<file path="config.mk">
export PLATFORM = sky130hd
export DESIGN_NAME = gecko_shift_sequencer
export DESIGN_NICKNAME = d
export VERILOG_FILES = /design/src/rtl/gecko_shift_sequencer.sv
export SDC_FILE = /design/constraint.sdc
export NUM_CORES = 1
export LEC_CHECK = 0
export CORE_ASPECT_RATIO = 0.5
export CORE_MARGIN = 2
export CORE_UTILIZATION = 34
export DETAILED_ROUTE_END_ITERATION = 12
export GPL_TIMING_DRIVEN = 1
export MAX_ROUTING_LAYER = met4
export PLACE_DENSITY = 0.54
export SYNTH_ARGS = -nofsm -noshare
export SYNTH_HDL_FRONTEND = slang
export SYNTH_SLANG_ARGS = --single-unit
</file>
<file path="constraint.sdc">
create_clock -name clk -period 8.5 [get_ports clk]
set_input_delay 0.85 -clock clk [delete_from_list [all_inputs] [get_ports clk]]
set_output_delay 0.85 -clock clk [all_outputs]
set_load 0.05 [all_outputs]
</file>
<file path="src/rtl/gecko_shift_sequencer.sv">
// gecko_shift_sequencer
// Multi-cycle iterative shifter for the gecko execute path. The 5-bit shift
// amount is decomposed into power-of-two strides (16,8,4,2,1). Each SHIFT
// cycle applies the largest remaining stride(s), up to STEPS_PER_CYCLE of them.
// Right shifts are done by bit-reversing the operand, shifting left and
// reversing back. The tag is carried through unchanged.
//
// Optional feature macro: GECKO_SHIFT_SEQ_BACK_TO_BACK_EN
//   defined   : cmd_ready follows res_ready in DONE, so a result handoff and a
//               new accept can share an edge (1 result/cycle for amount 0).
//   undefined : cmd_ready only in IDLE (1 result per 2 cycles for amount 0).
//
// Ports
//   clk, rst                    clock (rising edge), async active-high reset
//   cmd_valid/cmd_ready         command handshake
//   cmd_value/type/amount/tag   operand, shift type (0 LL,1 RL,2 RA,3 as LL),
//                               amount 0..31, opaque sideband
//   res_valid/res_ready         result handshake
//   res_value/res_tag           shifted result and echoed tag
//   busy                        high in SHIFT or DONE
module gecko_shift_sequencer #(
  parameter int unsigned TAG_WIDTH       = 9,
  parameter int unsigned STEPS_PER_CYCLE = 1
) (
  input  logic                 clk,
  input  logic                 rst,
  input  logic                 cmd_valid,
  output logic                 cmd_ready,
  input  logic [31:0]          cmd_value,
  input  logic [1:0]           cmd_type,
  input  logic [4:0]           cmd_amount,
  input  logic [TAG_WIDTH-1:0] cmd_tag,
  output logic                 res_valid,
  input  logic                 res_ready,
  output logic [31:0]          res_value,
  output logic [TAG_WIDTH-1:0] res_tag,
  output logic                 busy
);

  localparam int unsigned DATA_W = 32;
  localparam int unsigned AMT_W  = 5;

  localparam logic [1:0] ST_IDLE  = 2'd0;
  localparam logic [1:0] ST_SHIFT = 2'd1;
  localparam logic [1:0] ST_DONE  = 2'd2;

  localparam logic [1:0] TYPE_RL = 2'd1;
  localparam logic [1:0] TYPE_RA = 2'd2;

  // Only 1 or 2 strides per cycle are supported.
  generate
    if (STEPS_PER_CYCLE != 1 && STEPS_PER_CYCLE != 2) begin : g_bad_steps
      $error("gecko_shift_sequencer: STEPS_PER_CYCLE must be 1 or 2");
    end
  endgenerate

  // Bit-reverse a data word.
  function automatic logic [DATA_W-1:0] bit_rev(input logic [DATA_W-1:0] v);
    logic [DATA_W-1:0] r;
    for (int i = 0; i < int'(DATA_W); i++) r[i] = v[int'(DATA_W)-1-i];
    return r;
  endfunction

  // One-hot of the highest set bit; its numeric value is the stride itself.
  function automatic logic [AMT_W-1:0] top_bit(input logic [AMT_W-1:0] v);
    logic [AMT_W-1:0] r;
    r = '0;
    for (int i = 0; i < int'(AMT_W); i++) begin
      if (v[i]) begin
        r    = '0;
        r[i] = 1'b1;
      end
    end
    return r;
  endfunction

  // Left shift with a selectable fill bit for the vacated LSBs.
  function automatic logic [DATA_W-1:0] shl_fill(input logic [DATA_W-1:0] v,
                                                 input logic [AMT_W-1:0]  amt,
                                                 input logic              fill);
    logic [DATA_W-1:0] ones;
    ones = '1;
    return (v << amt) | (fill ? ~(ones << amt) : '0);
  endfunction

  logic [1:0]           state;
  logic [1:0]           state_nxt;
  logic [DATA_W-1:0]    acc_q;
  logic [AMT_W-1:0]     rem_q;
  logic                 rev_q;
  logic                 fill_q;
  logic [TAG_WIDTH-1:0] tag_q;

  logic                 accept;
  logic                 cap_rev;
  logic [AMT_W-1:0]     stride_hi;
  logic [AMT_W-1:0]     stride_lo;
  logic [AMT_W-1:0]     rem_after_hi;
  logic [AMT_W-1:0]     rem_shift;
  logic [DATA_W-1:0]    acc_shift;

  assign cap_rev = (cmd_type == TYPE_RL) || (cmd_type == TYPE_RA);

  // Stride selection and the single shared stride shifter.
  always_comb begin
    stride_hi    = top_bit(rem_q);
    rem_after_hi = rem_q & ~stride_hi;
    stride_lo    = '0;
    if (STEPS_PER_CYCLE == 2) stride_lo = top_bit(rem_after_hi);
    rem_shift    = rem_after_hi & ~stride_lo;
    acc_shift    = shl_fill(acc_q, stride_hi | stride_lo, fill_q);
  end

  // State register.
  always_ff @(posedge clk or posedge rst) begin
    if (rst) state <= ST_IDLE;
    else     state <= state_nxt;
  end

  // Next state and command acceptance.
  always_comb begin
    state_nxt = state;
    cmd_ready = 1'b0;
    accept    = 1'b0;
    case (state)
      ST_IDLE: begin
        cmd_ready = 1'b1;
        accept    = cmd_valid;
        if (cmd_valid) state_nxt = (cmd_amount == '0) ? ST_DONE : ST_SHIFT;
      end
      ST_SHIFT: begin
        if (rem_shift == '0) state_nxt = ST_DONE;
      end
      ST_DONE: begin
`ifdef GECKO_SHIFT_SEQ_BACK_TO_BACK_EN
        cmd_ready = res_ready;
        accept    = cmd_valid && res_ready;
`endif
        if (res_ready) begin
          if (accept) state_nxt = (cmd_amount == '0) ? ST_DONE : ST_SHIFT;
          else        state_nxt = ST_IDLE;
        end
      end
      default: state_nxt = ST_IDLE;
    endcase
  end

  // Registered status outputs, derived from the upcoming state.
  always_ff @(posedge clk or posedge rst) begin
    if (rst) begin
      res_valid <= 1'b0;
      busy      <= 1'b0;
    end else begin
      res_valid <= (state_nxt == ST_DONE);
      busy      <= (state_nxt != ST_IDLE);
    end
  end

  // Datapath: capture on accept, iterate in SHIFT, publish the result on exit.
  always_ff @(posedge clk or posedge rst) begin
    if (rst) begin
      acc_q     <= '0;
      rem_q     <= '0;
      rev_q     <= 1'b0;
      fill_q    <= 1'b0;
      tag_q     <= '0;
      res_value <= '0;
      res_tag   <= '0;
    end else if (accept) begin
      rev_q  <= cap_rev;
      fill_q <= (cmd_type == TYPE_RA) && cmd_value[DATA_W-1];
      acc_q  <= cap_rev ? bit_rev(cmd_value) : cmd_value;
      rem_q  <= cmd_amount;
      tag_q  <= cmd_tag;
      if (cmd_amount == '0) begin
        res_value <= cmd_value;
        res_tag   <= cmd_tag;
      end
    end else if (state == ST_SHIFT) begin
      acc_q <= acc_shift;
      rem_q <= rem_shift;
      if (rem_shift == '0) begin
        res_value <= rev_q ? bit_rev(acc_shift) : acc_shift;
        res_tag   <= tag_q;
      end
    end
  end

endmodule

</file>
# --- Word level (Yosys, flattened, before mapping) ---
# Cells that the tools add are included.
word_totals:
  reg_bits: 93
  inputBits: 52
op_classes:
  bitwise_logic: 4
  n_reduce_logical: 9
  eq_ne: 6
  shifts: 2
  muxes: 27
op_table:
  columns: ["cell", "count"]
  rows:
  - ["32-bit two-way mux", 9]
  - ["9-bit two-way mux", 4]
  - ["32-bit inverter", 1]
  - ["32-bit bitwise OR", 1]
  - ["32-bit by 5-bit << shifter with 32-bit output", 1]
  - ["32-bit by 5-bit << shifter with 32-bit output (first input constant)", 1]
  - ["5-bit two-way mux", 4]
  - ["5-bit zero test", 2]
  - ["2-bit two-way mux", 5]
  - ["2-bit == test (second input constant)", 3]
  - ["2-bit case mux with 3 select lines", 1]
  - ["2-bit nonzero test", 3]
  - ["5-bit AND", 1]
  - ["5-bit inverter", 1]
  - ["2-bit by 1-bit == test with 1-bit output (second input constant)", 2]
  - ["1-bit two-way mux", 3]
  - ["3-bit two-way mux", 1]
  - ["3-bit AND reduction", 1]
  - ["2-bit zero test", 1]
  - ["2-bit by 1-bit != test with 1-bit output (second input constant)", 1]
  - ["1-bit logical AND", 1]
  - ["1-bit logical OR", 1]

# --- Longest topological paths before layout ---
# Gate-level depths: netlist of the first run.
depth:
  word_depth: 13
  ltp_mapped: 10
  ltp_nobuf: 6

# --- Worst setup path before layout of the first run ---
# OpenSTA, ideal clock, no wires.
synth_path:
  path_kind: "in2reg"
  startpoint: "input port cmd_amount[2]"
  endpoint: "register res_value[0]"
  t_arrival_ps: 2427
  path_slack_ps: 5943
  n_path_buf: 2
  setup_time_ps: 129
  path_stages: 7
  cell_sequence: "or4_1 -> nor3_1 -> a21o_1 -> buf_2 -> buf_2 -> mux2i_1 -> o21ai_0"
synth_between:
  elab_chain_len: 3
synth_lines:
  columns: ["item", "line_no", "text"]
  rows:
  - ["start, declared", "31", "input logic [4:0] cmd_amount,"]
  - ["5-bit zero test", "175", "if (cmd_amount == '0) begin"]
  - ["2-bit by 1-bit != test with 1-bit output (no line)", null, null]
  - ["3-bit AND reduction (no line)", null, null]
  - ["end signal, assigned", "176", "res_value <= cmd_value;"]
  - ["end signal, assigned", "183", "res_value <= rev_q ? bit_rev(acc_shift) : acc_shift;"]
  - ["end, declared", "35", "output logic [31:0] res_value,"]
# No other way between the ends.
# A chain may end at the register's enable or synchronous reset.

# --- Final worst setup path of the first run ---
layout_path:
  startpoint: "input port cmd_valid"
  endpoint: "register res_tag[3]"
layout_between:
  elab_chain_len: 3
layout_lines:
  columns: ["item", "line_no", "text"]
  rows:
  - ["start, declared", "27", "input logic cmd_valid,"]
  - ["1-bit two-way mux (*)", "125", "case (state)"]
  - ["2-bit by 1-bit != test with 1-bit output (no line) / 2-bit nonzero test (equally long branches)", null, null]
  - ["3-bit AND reduction (no line)", null, null]
  - ["end signal, assigned", "177", "res_tag <= cmd_tag;"]
  - ["end signal, assigned", "184", "res_tag <= tag_q;"]
  - ["end, declared", "36", "output logic [TAG_WIDTH-1:0] res_tag,"]
# Mark *: on every way between the ends. The rest lies on a longest branch, timed or not.

==> flow_summary.ini, run 1 <==
[status]
outcome = finished, final reports clean

[setup_path]
reg2reg_depth = 7
cp_max_fo = 66
reg2reg_slack_ns = 4.95
cp-start-kind = primary input
rr_startpoint = rem_q[4]
critical_path_class = in -> reg
worstPathArrival_ns = 3.98
required_ns = 8.74
rr_endpoint = res_value[6]
end_kind = register

[drt]
first_iter_violations = 1123
via_per_inst = 6.21
routed_wl_um = 26200
wl_per_cell_um = 23.9
drt-pass1-iter-count = 5
antenna_left = 0
vias = 6806
drc = 0

[floorplanning]
rows = 35
die-area_um2 = 20500
ios = 96
fp.dieH_um = 102
core_um2 = 18700
initial_utilization_pct = 35.2
fp.dieW_um = 201

[finish]
final_common_cell = nand2_1
drive_gt1_share_pct = 7.65
fillers = 1940
final_cell_mix = nand2_1, clkdlybuf4s50_1, dfrtp_1, nor2_1, a21oi_1
syn_to_final_growth_pct = 20.5
num_antenna_cells = 0
fin_nets = 885

[worst_hold_path]
hp-start = tag_q[3]
hold_path_class = reg -> reg
worstHoldEndpoint = tag_q[3]
whs_path_depth = 2

[global_route]
grt-busiest-layer = met1
grt_max_degree = 73
grt_overflow = 0
grt_pass1_vias = 6412
met2_usage_pct = 35.4
grt_pass1_wl_um = 39600
grt_use_met3_pct = 7.81
grt.total_usage_pct = 26.2
antenna_found_initial = 0
grt_util_met1_pct = 38.1

[yosys]
synthArstFlopShare_pct = 100
yosysSeqAreaShare_pct = 35.4
synth_ff_type = dfrtp_1
synth_top_family_by_area = compound AO/OA/AOI/OAI gates
synth_area_per_cell_um2 = 8.35
synthesis.area_um2 = 6580
synth_edf_count = 0
synth-seq-cells = 93
synthSimpleGateAreaFrac_pct = 19.5
syn_nets = 840
muxShareOfSynthArea_pct = 10.0
syn-instance-count = 787
yosys.area_share.adder_pct = 0.343
synth_xor_area_share_pct = 0
synth_compound_area_share_pct = 28.6
synth_cell_type_count = 74
yosysWarnings = 0

[place]
hpwl_um = 18400
port-buffer-count = 95
globalplace.congestion = 0.950

[sta]
max_freq_mhz = 267
maxSlewHeadroom_pct = 29.4
tns_ns = 0
post-route-min-period_ns = 3.74
finClkSkew_ns = 0.00861
rsz0062_at_grt = no
slew_violations = 0
fin_crit_sh_pct = 44.0
hold_viol_final = 0
setup_viol = 0
tightest_slew_ns = 1.06

[clock_tree]
clkLatencyLatePin_ns = 0.35
cts_root_buf = clkbuf_16
cts_resized = 0
path_clk_slew_ns = 0.07
cts_buffers = 9
clock_sinks = 93
cts_tree = done
hold_buffers = 0
clk_path_buf_depth = 2
cts_setup_buffers = 0
htree_num_levels = 3

[run]
maxCapViolCount = 0
[worst max path at each step]
stage / to / start
6_report: res_tag[3] / cmd_valid
5_1_grt: res_value[13] / cmd_valid
4_1_cts: res_tag[3] / cmd_valid
3_5_place_dp: res_tag[5] / cmd_valid
3_3_place_gp: res_tag[4] / cmd_valid
2_1_floorplan: acc_q[0] / rst
[area by class of cell]
class / instances / area, µm² / area share, %
Clock buffer: 10 / 229 / 2.89
Clock inverter: 6 / 55.1 / 0.695
Inverter: 17 / 66.3 / 0.837
Multi-Input combinational cell: 600 / 3850 / 48.6
Sequential cell: 93 / 2330 / 29.4
Tap cell: 259 / 324 / 4.09
Timing Repair Buffer: 111 / 1070 / 13.5
[through the flow]
step / instance area (µm²) / util, % / instances / setup slack (ns) / hold WS, ns
finish: 7920 / 42.5 / 1096 / 4.76 / 0.476
global route: 7920 / 42.5 / 1096 / 4.57 / 0.494
CTS: 7920 / 42.5 / 1096 / 4.78 / 0.476
detailed placement: 7640 / 40.9 / 1080 / 4.43 / 0.456
global placement: 7640 / 40.9 / 1080 / 4.52 / 0.452
floorplan: 6580 / - / 787 / 5.23 / 0.436
[critical path: stages]
cell and delay [ns]:
clkdlybuf4s50_1 0.46, or3b_2 0.43, buf_4 0.34, nor3_1 0.50
a21o_1 0.51, buf_4 0.46, mux2_2 0.38
[per-layer routing]
layer  part of all wire (%)  up-vias  wire, µm
li1                       -     3053         -
met2                     39      394     10300
met5                      0        -         0
met3                     12       37      3160
met1                     47     3322     12300
met4                    1.3        0       340
[state kept, by name, indices dropped and copies added, names as in the netlist]
register	count
res_value	32
busy	1
fill_q	1
state	2
tag_q	9
res_valid	1
res_tag	9
rev_q	1
acc_q	32
rem_q	5
[logic make-up after synthesis]
kind of cell    after synthesis
fa+ha+maj                     2
mux                          62
simple gates                270
compound gates              266
flops                        93
buf+inv                      94
[cells in the mapped netlist, types with 8 or more instances]
cell type | instances | area (µm²)
o221ai_1 | 38 | 333
a221oi_1 | 12 | 105
buf_2 | 26 | 130
clkbuf_1 | 44 | 165
o21ai_0 | 44 | 220
o22ai_1 | 14 | 87.6
inv_1 | 15 | 56.3
nand2_1 | 108 | 405
nand3_1 | 21 | 105
a21oi_1 | 51 | 255
and3_1 | 11 | 68.8
a221o_1 | 10 | 100
nor2_1 | 65 | 244
nand2b_1 | 10 | 62.6
or3_1 | 8 | 50.1
a31oi_1 | 8 | 50.1
o21ai_1 | 11 | 55.1
mux2i_1 | 47 | 470
nor3_1 | 10 | 50.1
dfrtp_1 | 93 | 2330
mux2_2 | 12 | 135
Power of run 1 is not shown: default switching activity piles up to over one toggle a cycle in this logic, so the estimate is an artifact.
==> run 2, diff against run 1 <==
Settings changed: PLACE_DENSITY 0.54 to 0.56.
Clock period 8.5 ns to 3.05 ns, I/O delays scaled along.
==> flow_summary.ini, run 2 (same netlist as run 1, synthesis figures left out) <==
[global_route]
grt.total_usage_pct = 29.0
grt_overflow = 0
grt_pass1_wl_um = 43100
antenna_found_initial = 0
grt_max_degree = 66
grt_pass1_vias = 6774

[floorplanning]
rows = 35
fp.dieH_um = 102
fp.dieW_um = 201
die-area_um2 = 20500
core_um2 = 18700
initial_utilization_pct = 35.2
ios = 96

[setup_path]
critical_path_class = reg -> reg
cp_max_fo = 21
cp-start-kind = register
worstPathArrival_ns = 3.02
crit_chain = buf_4, nor3_1, buf_4, nand3_1, and3_1, a31oi_1, buf_4, o221ai_1, o22ai_1
cp_slowest_cell = dfrtp_2
required_ns = 3.32
reg2reg_depth = 9
max_stage_delay_ns = 0.56
end_kind = register
cp_common_cell = buf_4

[finish]
fin_nets = 927
final_cell_mix = nand2_1, clkdlybuf4s50_1, dfrtp_1, nor2_1, buf_4
reg_top3 = acc_q x32, res_value x32
drive_gt1_share_pct = 12.3
syn_to_final_growth_pct = 26.6
final_common_cell = nand2_1
num_antenna_cells = 0

[status]
outcome = finished, final reports clean

[drt]
wl_per_cell_um = 25.0
wl_met2_um = 11300
drt-met1-wl_um = 13600
drc = 0
first_iter_violations = 918
antenna_left = 0
routed-wl-met3_um = 3140
routed_wl_um = 28500
vias = 7069
drt-pass1-iter-count = 9
highest_layer = met4
via_per_inst = 6.21

[run]
maxCapViolCount = 0

[sta]
setup_viol = 0
hold_viol_final = 0
max_freq_mhz = 364
finClkSkew_ns = 0.0144
rsz0062_at_grt = no
maxSlewHeadroom_pct = 48.0
tightest_slew_ns = 0.780
tns_ns = 0
fin_crit_sh_pct = 90.2
post-route-min-period_ns = 2.75
slew_violations = 0

[worst_hold_path]
hold_path_class = in -> async

[clock_tree]
cts_buffers = 9
cts_tree = done
htree_num_levels = 3
clk_path_buf_depth = 2
clock_sinks = 93
path_clk_slew_ns = 0.08
hold_buffers = 0
cts_root_buf = clkbuf_16
clkLatencyLatePin_ns = 0.36
cts_resized = 0
cts_setup_buffers = 0

[place]
port-buffer-count = 95
globalplace.congestion = 0.975
hpwl_um = 21000
## run 2: changes by cell type in the layout (fill, tap and decap cells not counted)
cell | previous run | this run
a21o_1 | 2 | 1
a21o_2 | 0 | 1
buf_12 | 0 | 6
buf_4 | 16 | 52
clkbuf_1 | 1 | 0
clkbuf_8 | 0 | 1
clkinv_4 | 1 | 0
clkinvlp_4 | 2 | 0
inv_6 | 1 | 4
## run 2: worst paths after layout
path | startpoint | to | slack, ns
setup / recovery | rem_q[4] | res_value[6] | 0.30
setup reg to reg | rem_q[4] | res_value[6] | 0.30
max in group asynchronous | rst | rem_q[3] | 2.01
hold / removal | rst | res_tag[5] | 0.37
hold reg to reg | tag_q[7] | tag_q[7] | 0.47
min in group clk | tag_q[7] | tag_q[7] | 0.47
## run 2: metrics by stage
stage / area, µm² / worst slack, ns / instances / hold slack [ns] / util (%)
6_report: 8330 / 0.299 / 1138 / 0.373 / 44.6
5_1_grt: 8330 / 0.137 / 1138 / 0.437 / 44.6
4_1_cts: 8330 / 0.395 / 1138 / 0.397 / 44.6
3_5_place_dp: 8030 / 0.273 / 1122 / 0.456 / 43.0
3_3_place_gp: 8030 / 0.267 / 1122 / 0.450 / 43.0
2_1_floorplan: 6580 / 0.325 / 787 / 0.410 / -
## run 2: worst max-delay path, delay by kind of cell, from the launching register on
| family | cells | cell delay (ns) |
|---|---|---|
| buffers and inverters | 3 | 0.76 |
| AO/OA/AOI/OAI | 3 | 0.72 |
| AND/OR/NAND/NOR | 3 | 0.61 |
| flip-flops | 1 | 0.56 |
## run 2: per-layer routing
layer  up-vias  GRT usage [%]
li1       3138              -
met1      3473           41.7
met2       412           39.8
met3        46           7.84
met4         0           6.67
met5         -              -
## run 2: cell type report
type / count / area [µm²]
Sequential cell: 93 / 2330
Timing Repair Buffer: 153 / 1460
Clock inverter: 6 / 57.6
Fill cell: 1866 / 10300
Clock buffer: 10 / 239
Multi-Input combinational cell: 600 / 3850
Tap cell: 259 / 324
Inverter: 17 / 66.3
Power of run 2 is left out for the same reason.
